`config.mk`:
```
export PLATFORM = sky130hd
export DESIGN_NAME = seq_control_unit_flat
export DESIGN_NICKNAME = d
export VERILOG_FILES = /design/src/rtl/seq_control_unit_if.sv /design/src/rtl/seq_control_unit.sv /design/src/flat_wrapper.sv
export SDC_FILE = /design/constraint.sdc
export NUM_CORES = 1
export LEC_CHECK = 0
export ABC_CLOCK_PERIOD_IN_PS = 2600
export CORE_ASPECT_RATIO = 0.9
export CORE_MARGIN = 2
export CORE_UTILIZATION = 49
export DETAILED_ROUTE_END_ITERATION = 7
export GPL_ROUTABILITY_DRIVEN = 0
export GPL_TIMING_DRIVEN = 1
export PLACE_DENSITY = 0.8
export SLEW_MARGIN = 15
export SYNTH_ARGS = -nofsm -noshare
export SYNTH_HDL_FRONTEND = slang
export SYNTH_SLANG_ARGS = --single-unit
```
`constraint.sdc`:
```
create_clock -name clk -period 2.6 [get_ports clk]
set_input_delay 0.52 -clock clk [delete_from_list [all_inputs] [get_ports clk]]
set_output_delay 0.52 -clock clk [all_outputs]
set_load 0.02 [all_outputs]
```
`src/rtl/seq_control_unit_if.sv`:
```
// Instruction-fetch handshake between the control unit (master) and the
// program store (slave).
interface seq_control_unit_if #(
  parameter int DATA_W = 8,
  parameter int PC_W   = 4
);
  localparam int INSTR_W = 4 + 2*DATA_W;

  logic               imem_req;
  logic [PC_W-1:0]    imem_addr;
  logic [INSTR_W-1:0] imem_data;
  logic               imem_valid;

  modport master (output imem_req, imem_addr, input imem_data, imem_valid);
  modport slave  (input imem_req, imem_addr, output imem_data, imem_valid);
endinterface

```
`src/rtl/seq_control_unit.sv`:
```
// Multi-cycle control unit: fetches, decodes and executes a whole program
// with its own register file, flag register, ALU and branch logic.
module seq_control_unit #(
  parameter int DATA_W = 8,
  parameter int NREGS  = 8,
  parameter int PC_W   = 4
) (
  input  logic                    clk,
  input  logic                    rst_n,
  input  logic                    start,
  seq_control_unit_if.master      imem,
  output logic                    halted,
  output logic [2:0]              cpu_state,
  output logic [PC_W-1:0]         pc_out,
  output logic [3:0]              flags,
  output logic [NREGS*DATA_W-1:0] reg_file_out
);
  localparam int RIDX_W  = $clog2(NREGS);
  localparam int INSTR_W = 4 + 2*DATA_W;
  localparam int MSB     = DATA_W - 1;

  typedef enum logic [2:0] {
    S_IDLE    = 3'd0,
    S_FETCH   = 3'd1,
    S_DECODE  = 3'd2,
    S_EXECUTE = 3'd3,
    S_HALT    = 3'd4
  } state_t;

  typedef enum logic [3:0] {
    OP_NOP  = 4'h0,
    OP_LDR  = 4'h1,
    OP_ADD  = 4'h2,
    OP_SUB  = 4'h3,
    OP_AND  = 4'h4,
    OP_OR   = 4'h5,
    OP_XOR  = 4'h6,
    OP_MOV  = 4'h7,
    OP_JMP  = 4'h8,
    OP_JZ   = 4'h9,
    OP_JNZ  = 4'hA,
    OP_JC   = 4'hB,
    OP_CMP  = 4'hC,
    OP_STOP = 4'hF
  } opcode_t;

  state_t               state, next_state;
  logic [PC_W-1:0]      pc;
  logic [INSTR_W-1:0]   ir;
  logic [DATA_W-1:0]    regs [NREGS];
  logic [3:0]           flags_q;
  logic [DATA_W-1:0]    alu_a, alu_b;

  logic [3:0]           opcode;
  logic [RIDX_W-1:0]    rd, rs;
  logic [DATA_W-1:0]    imm;
  logic [PC_W-1:0]      target;
  logic                 unused_op1;

  logic [DATA_W:0]      sum, diff;
  logic [DATA_W-1:0]    alu_res, wr_data;
  logic                 alu_c, alu_v, write_en, flag_en, jump_en;
  logic [3:0]           new_flags;

  assign opcode     = ir[INSTR_W-1 -: 4];
  assign rd         = ir[DATA_W +: RIDX_W];
  assign rs         = ir[0 +: RIDX_W];
  assign imm        = ir[DATA_W-1:0];
  assign target     = ir[DATA_W +: PC_W];
  assign unused_op1 = ^ir[2*DATA_W-1:DATA_W];

  always_ff @(posedge clk or negedge rst_n) begin
    if (!rst_n) state <= S_IDLE;
    else        state <= next_state;
  end

  always_comb begin
    next_state = state;
    case (state)
      S_IDLE:    if (start) next_state = S_FETCH;
      S_FETCH:   if (imem.imem_valid) next_state = S_DECODE;
      S_DECODE:  next_state = (opcode == OP_STOP) ? S_HALT : S_EXECUTE;
      S_EXECUTE: next_state = S_FETCH;
      S_HALT:    if (start) next_state = S_FETCH;
      default:   next_state = S_IDLE;
    endcase
  end

  always_comb begin
    imem.imem_req  = (state == S_FETCH);
    imem.imem_addr = pc;
    halted         = (state == S_HALT);
    cpu_state      = state;
    pc_out         = pc;
    flags          = flags_q;
  end

  // Operates on the operands latched in DECODE, so the register file can be
  // written in EXECUTE without disturbing the values being combined.
  always_comb begin
    sum      = {1'b0, alu_a} + {1'b0, alu_b};
    diff     = {1'b0, alu_a} - {1'b0, alu_b};
    alu_res  = '0;
    alu_c    = 1'b0;
    alu_v    = 1'b0;
    wr_data  = '0;
    write_en = 1'b0;
    flag_en  = 1'b0;
    jump_en  = 1'b0;
    case (opcode)
      OP_LDR: begin
        write_en = 1'b1;
        wr_data  = imm;
      end
      OP_ADD: begin
        alu_res  = sum[DATA_W-1:0];
        alu_c    = sum[DATA_W];
        alu_v    = (alu_a[MSB] == alu_b[MSB]) && (alu_res[MSB] != alu_a[MSB]);
        wr_data  = alu_res;
        write_en = 1'b1;
        flag_en  = 1'b1;
      end
      OP_SUB, OP_CMP: begin
        alu_res  = diff[DATA_W-1:0];
        alu_c    = diff[DATA_W];
        alu_v    = (alu_a[MSB] != alu_b[MSB]) && (alu_res[MSB] != alu_a[MSB]);
        wr_data  = alu_res;
        write_en = (opcode == OP_SUB);
        flag_en  = 1'b1;
      end
      OP_AND, OP_OR, OP_XOR: begin
        alu_res  = (opcode == OP_AND) ? (alu_a & alu_b) :
                   (opcode == OP_OR)  ? (alu_a | alu_b) : (alu_a ^ alu_b);
        wr_data  = alu_res;
        write_en = 1'b1;
        flag_en  = 1'b1;
      end
      OP_MOV: begin
        wr_data  = alu_b;
        write_en = 1'b1;
      end
      OP_JMP:  jump_en = 1'b1;
      OP_JZ:   jump_en = flags_q[0];
      OP_JNZ:  jump_en = ~flags_q[0];
      OP_JC:   jump_en = flags_q[2];
      default: ;
    endcase
    new_flags = {alu_v, alu_c, alu_res[MSB], ~|alu_res};
  end

  always_ff @(posedge clk or negedge rst_n) begin
    if (!rst_n) begin
      pc      <= '0;
      ir      <= '0;
      flags_q <= '0;
      alu_a   <= '0;
      alu_b   <= '0;
      for (int i = 0; i < NREGS; i++) regs[i] <= '0;
    end else begin
      case (state)
        S_FETCH: if (imem.imem_valid) begin
          ir <= imem.imem_data;
          pc <= pc + PC_W'(1);
        end
        S_DECODE: begin
          alu_a <= regs[rd];
          alu_b <= regs[rs];
        end
        S_EXECUTE: begin
          if (write_en) regs[rd] <= wr_data;
          if (flag_en)  flags_q  <= new_flags;
          if (jump_en)  pc       <= target;
        end
        S_HALT: if (start) pc <= '0;
        default: ;
      endcase
    end
  end

  always_comb begin
    reg_file_out = '0;
    for (int i = 0; i < NREGS; i++) reg_file_out[i*DATA_W +: DATA_W] = regs[i];
  end
endmodule

```
`src/flat_wrapper.sv`:
```
// flat-port wrapper written by rule: the top's interface ports become plain ports
module seq_control_unit_flat 
#(
  parameter int DATA_W = 8,
  parameter int NREGS  = 8,
  parameter int PC_W   = 4
)
  (clk, rst_n, start, halted, cpu_state, pc_out, flags, reg_file_out, imem_imem_req, imem_imem_addr, imem_imem_data, imem_imem_valid);
  seq_control_unit_if #(.DATA_W(DATA_W), .PC_W(PC_W)) imem_i ();
  input  logic clk;
  input  logic rst_n;
  input  logic start;
  output logic halted;
  output logic [2:0] cpu_state;
  output logic [PC_W-1:0] pc_out;
  output logic [3:0] flags;
  output logic [NREGS*DATA_W-1:0] reg_file_out;
  output wire logic [$bits(imem_i.imem_req)-1:0] imem_imem_req;
  output wire logic [$bits(imem_i.imem_addr)-1:0] imem_imem_addr;
  input wire logic [$bits(imem_i.imem_data)-1:0] imem_imem_data;
  input wire logic [$bits(imem_i.imem_valid)-1:0] imem_imem_valid;
  assign imem_imem_req = imem_i.imem_req;
  assign imem_imem_addr = imem_i.imem_addr;
  assign imem_i.imem_data = imem_imem_data;
  assign imem_i.imem_valid = imem_imem_valid;
  seq_control_unit #(.DATA_W(DATA_W), .NREGS(NREGS), .PC_W(PC_W)) u_core (.clk(clk), .rst_n(rst_n), .start(start), .imem(imem_i), .halted(halted), .cpu_state(cpu_state), .pc_out(pc_out), .flags(flags), .reg_file_out(reg_file_out));
endmodule
```
### After elaboration in Yosys (flattened, before gate mapping)

Cells that the tools add are included.

| word-level totals | value |
|---|---|
| register bits after elaboration | 111 |
| bits of input ports | 24 |
| output and inout port bits | 81 |
| logic and storage cells | 94 |

| cells by class | value |
|---|---|
| add/subtract/negate cells | 3 |
| magnitude comparators | 3 |
| equality and inequality tests | 25 |
| muxes and demuxes | 26 |
| bitwise logic cells | 6 |
| reductions and logical operators | 17 |

Operators with widths:

| cell | number |
|---|---|
| $bwmux W64 | 1 |
| $mux W8 | 7 |
| $bmux W8 S3 | 2 |
| $pmux W8 S5 | 1 |
| $demux W8 S3 | 1 |
| $eq A4 B4 Y1 const B | 6 |
| $pmux W8 S3 | 1 |
| $eq A4 B3 Y1 const B | 4 |
| $mux W4 | 3 |
| $pmux W3 S4 | 1 |
| $pmux W4 S3 | 1 |
| $reduce_or A6 Y1 | 2 |
| $add A8 B8 Y9 | 1 |
| $mux W3 | 3 |
| $sub A8 B8 Y9 | 1 |
| $and A8 B8 Y8 | 1 |
| $eq A4 B2 Y1 const B | 2 |
| $ge A4 B4 Y1 const B | 2 |
| $not A3 Y4 | 2 |
| $or A8 B8 Y8 | 1 |
| $reduce_and A2 Y1 | 4 |
| $reduce_or A8 Y1 | 1 |
| $xor A8 B8 Y8 | 1 |
| $eq A3 B2 Y1 const B | 2 |
| other kinds (20) | 29 |

### Logic depth before layout (Yosys ltp)

| depth | value |
|---|---|
| depth in word-level cells | 6 |
| mapped depth | 11 |
| depth with buffers taken out | 10 |

### Worst setup path after synthesis

Ideal clock, no wire load.

| path | value |
|---|---|
| path type | register to register |
| start point | register u_core.alu_b[0] |
| end point | register u_core.regs (netlist bit u_core.reg_file_out[14]) |
| library setup time | 0.125 ns |
| data arrival time | 2.280 ns |
| required time | 2.475 ns |
| path slack | 0.196 ns |
| cell stages (with the launch flop) | 10 |
| path buffers | 0 |
| period minus slack after synthesis | 2.404 ns |
| path through | dfrtp_1 > ha_1 > fa_1 > a211oi_1 > o21bai_1 > a21oi_2 > xnor2_1 > a221oi_2 > o21ai_2 > mux2_2 |

| on the way | value |
|---|---|
| cells in the longest elaborated chain, start to end | 3 |
| elaborated cells on any way between the ends | 4 |
| classes of those cells | add/sub (2); mux (2) |

Ends and longest elaborated chain:

| what | RTL line | text |
|---|---|---|
| start, declared | seq_control_unit.sv:52 | `logic [DATA_W-1:0] alu_a, alu_b;` |
| start signal, assigned | seq_control_unit.sv:167 | `alu_b <= regs[rs];` |
| $sub A8 B8 Y9 / $add A8 B8 Y9 (equally long branches) | seq_control_unit.sv:102, seq_control_unit.sv:101 |  |
| $pmux W8 S5 (*) | seq_control_unit.sv:110 | `case (opcode)` |
| $bwmux W64 (*) | seq_control_unit.sv:170 | `if (write_en) regs[rd] <= wr_data;` |
| end signal, assigned by index | seq_control_unit.sv:170 |  |
| end, declared | seq_control_unit.sv:50 | `logic [DATA_W-1:0] regs [NREGS];` |

Mark *: on every way between the ends. The rest lies on a longest branch, timed or not.
A chain may end at the register's enable or synchronous reset.

### Worst setup path after layout

| path | value |
|---|---|
| start point | register u_core.alu_a[0] |
| end point | register u_core.regs (netlist bit u_core.reg_file_out[62]) |

| on the way | value |
|---|---|
| cells in the longest elaborated chain, start to end | 3 |
| elaborated cells on any way between the ends | 4 |
| classes of those cells | add/sub (2); mux (2) |

Ends and longest elaborated chain:

| what | RTL line | text |
|---|---|---|
| start, declared | seq_control_unit.sv:52 |  |
| start signal, assigned | seq_control_unit.sv:166 | `alu_a <= regs[rd];` |
| $sub A8 B8 Y9 / $add A8 B8 Y9 (equally long branches) | seq_control_unit.sv:102, seq_control_unit.sv:101 |  |
| $pmux W8 S5 (*) | seq_control_unit.sv:110 |  |
| $bwmux W64 (*) | seq_control_unit.sv:170 |  |

Marks and branches as above.

==> out/results.tsv <==
metric	value	unit
startpoint_type	register	
cp_data_arrival_time	2.81	ns
grt_first_pass_wirelength	30290	um
hold_viol	0	
critPathMaxFanout	8	
setup_viol	0	
die_h	113.5	um
synth_area	6529	um^2
synth_top_area_share	41.01	%
pwr-share-comb	63.1	%
final_cell_mix	107 x dfrtp_1, 99 x clkdlybuf4s50_1, 79 x nor2_1, 64 x a21oi_1, 48 x mux2_2	
seqPwrFrac	26.5	%
port_buffers	100	
crit_top_cell	inv_1	
max-cap-violations	0	
netSwitchingPower	0.006108	W
synth_top_area_cell	dfrtp_1	
setup.worst_path.end_class	register	
synth.avg_cell_area	10.38	um^2
slowest_stage	dfrtp_1	
routed_via_density	6.197	
p_clk_share	10.4	%
fin_nets	796	
drc_errors	0	
syn-num-nets	680	
slew_headroom	38.16	%
wl_per_cell	20.42	um
clk_pin_slew	0.08	ns
start_util	50.87	%
grt_pass1_vias	5788	
min_period	2.564	ns
synthFlopType	dfrtp_1	
drive_gt1_share	23.07	%
drv_slew	0	
cts.sinks	107	
crit_chain	inv_1 -> ha_1 -> inv_1 -> fa_2 -> a21oi_2 -> buf_4 -> o41ai_4 -> xnor2_1 -> a221oi_2 -> o21ai_4 -> mux2_2	
fin_crit_sh	98.60	%
die_x	125.7	um
clkLatencyLatePin	0.36	ns
fmax	390.1	MHz
status	completed	
yosysSeqAreaShare	41.01	%
dpl.hpwl	13200	um
critPathKind	reg -> reg	
ioPinCount	105	
first_pass_iters	5	
grtUsageTotal	26.72	%
critical_path.max_stage_delay	0.39	ns
vdd_drop_max	0.0007650	V
synthArstFlopShare	100.0	%
grt.overflow.total	0	
antenna_found_initial	0	
power	0.01293	W
power_density	1564	nW/um^2
die_area	14260	um^2
areaGrowthSynthToFinish	26.58	%
syn-instance-count	629	
tritoncts.num_buffers	9	
tightestPinTransition	0.9276	ns
intPower	0.006820	W
yosysWarnings	0	
drtIter0Drc	552	
num_rows	39	
dpl.cell_count	893	
hold_buffers	0	
synth_seq_cells	107	
core-area	12830	um^2
hold_path_class	in -> async	
grt_start_max_net_pins	45	
final_common_cell	dfrtp_1	
tritoncts	yes	
dr_total_vias	5664	
synth_area_leaders	dfrtp_1 41%, mux2_2 8.6%, mux4_2 6.2%	
swShare	47.25	%
synth_edf_count	0	
required	2.85	ns
root_buffer	clkbuf_16	
routed_wl	18660	um
clk_path_buf_depth	2	
ys_types	66	
fin_skew	0.01138	ns
drtAntennaViolNets	0	
rsz0062_at_grt	true	
htreeDepth	3	
diodes	0	
p_leak	3.501	nW
layoutNonFillerInstCount	914	
[power groups by stage]
stage               registers (W)  logic [W]  clock network, W
floorplan                 0.00358    0.00458                 0
global placement          0.00335    0.00735                 0
detailed placement        0.00340    0.00762                 0
CTS                       0.00339    0.00779           0.00136
global route              0.00354    0.00872           0.00143
finish                    0.00342    0.00816           0.00134
[per-layer routing]
| layer | vias up | routed length [um] | track usage (%) |
|---|---|---|---|
| met5 | - | 0 | 0 |
| met2 | 312 | 8834 | 42.59 |
| met1 | 2778 | 7765 | 35.79 |
| met4 | 0 | 522 | 10.22 |
| li1 | 2520 | - | - |
| met3 | 54 | 1537 | 6.332 |
[metrics by stage]
stage          utilization [%]  hold slack, ns  setup WS [ns]  area [um^2]  setup TNS [ns]
6_report                 64.40          0.1663        0.03631         8264               0
3_3_place_gp             61.17          0.4992        0.05138         7850               0
2_1_floorplan                -          0.2244         0.1957         6529               0
5_1_grt                  64.40          0.2006       -0.04976         8264         -0.5921
4_1_cts                  63.62          0.1847        0.01597         8165               0
3_5_place_dp             61.17          0.5026       -0.05247         7850         -0.3494
[registers in the layout, indices dropped and copies added (netlist names)]
| register | flops |
|---|---|
| u_core.imem.imem_addr | 4 |
| u_core.ir | 16 |
| u_core.alu_a | 8 |
| u_core.cpu_state | 3 |
| u_core.flags | 4 |
| u_core.alu_b | 8 |
| u_core.reg_file_out | 64 |
[Yosys cell counts (4+ instances only)]
library cell / count
a22o_1: 5
a31oi_1: 6
mux4_2: 18
buf_2: 14
mux2_2: 50
ha_1: 25
clkbuf_1: 14
o21ai_0: 27
o211ai_1: 5
o22ai_1: 9
nor2_1: 79
buf_4: 11
o21ai_1: 4
inv_1: 29
nand2_1: 23
nand2b_1: 6
a221oi_1: 9
xnor2_1: 7
nor2_4: 6
a22oi_1: 13
a221oi_2: 5
a21oi_1: 65
mux2i_1: 17
dfrtp_1: 107
nor2b_1: 4
o21a_1: 4
[area by class of cell]
type | count | area (um^2)
timing repair buffer | 146 | 1369
clock buffer | 10 | 229.0
sequential | 107 | 2678
tap | 164 | 205.2
inverter | 31 | 116.4
multi-input combinational | 450 | 3610
clock inverter | 6 | 57.56
fill | 949 | 4569
[final timing paths]
kind	startpoint	endpoint	slack, ns	cells after the start
min reg2reg	u_core.ir[11]$_DFFE_PN0P_	u_core.ir[11]$_DFFE_PN0P_	0.52	1
max reg2reg	u_core.alu_a[0]$_DFFE_PN0N_	u_core.reg_file_out[62]$_DFFE_PN0P_	0.04	11
max	u_core.alu_a[0]$_DFFE_PN0N_	u_core.reg_file_out[62]$_DFFE_PN0P_	0.04	11
min	rst_n	u_core.reg_file_out[51]$_DFFE_PN0P_	0.17	1
min in group clk	u_core.ir[11]$_DFFE_PN0P_	u_core.ir[11]$_DFFE_PN0P_	0.52	1
max in group asynchronous	rst_n	u_core.flags[3]$_DFFE_PN0P_	1.67	2
[kinds of logic after synthesis]
group	Yosys count	synth area share, %
fa+ha+maj	27	5.404
simple gates	148	11.27
flops	107	41.01
mux	85	17.44
xor+xnor	9	1.207
compound gates	181	18.51
buf+inv	72	5.155
[repair_timing]
action	in CTS	in global routing
cloned	0	0
pin swaps	1	7
resized for setup	6	13
setup buffers	0	5
endpoints found under the setup margin	16	33
endpoints found under the hold margin	0	0
[critical path: cells and delay by family, from the launching register on]
kind,cells,cell delay [ns]
XOR/XNOR,1,0.15
adder cells (fa/ha/maj),2,0.55
AO/OA/AOI/OAI,4,0.78
multiplexers,1,0.30
flip-flops,1,0.39
buffers and inverters,3,0.29
Note: power is estimated with default switching activity, not from simulation.
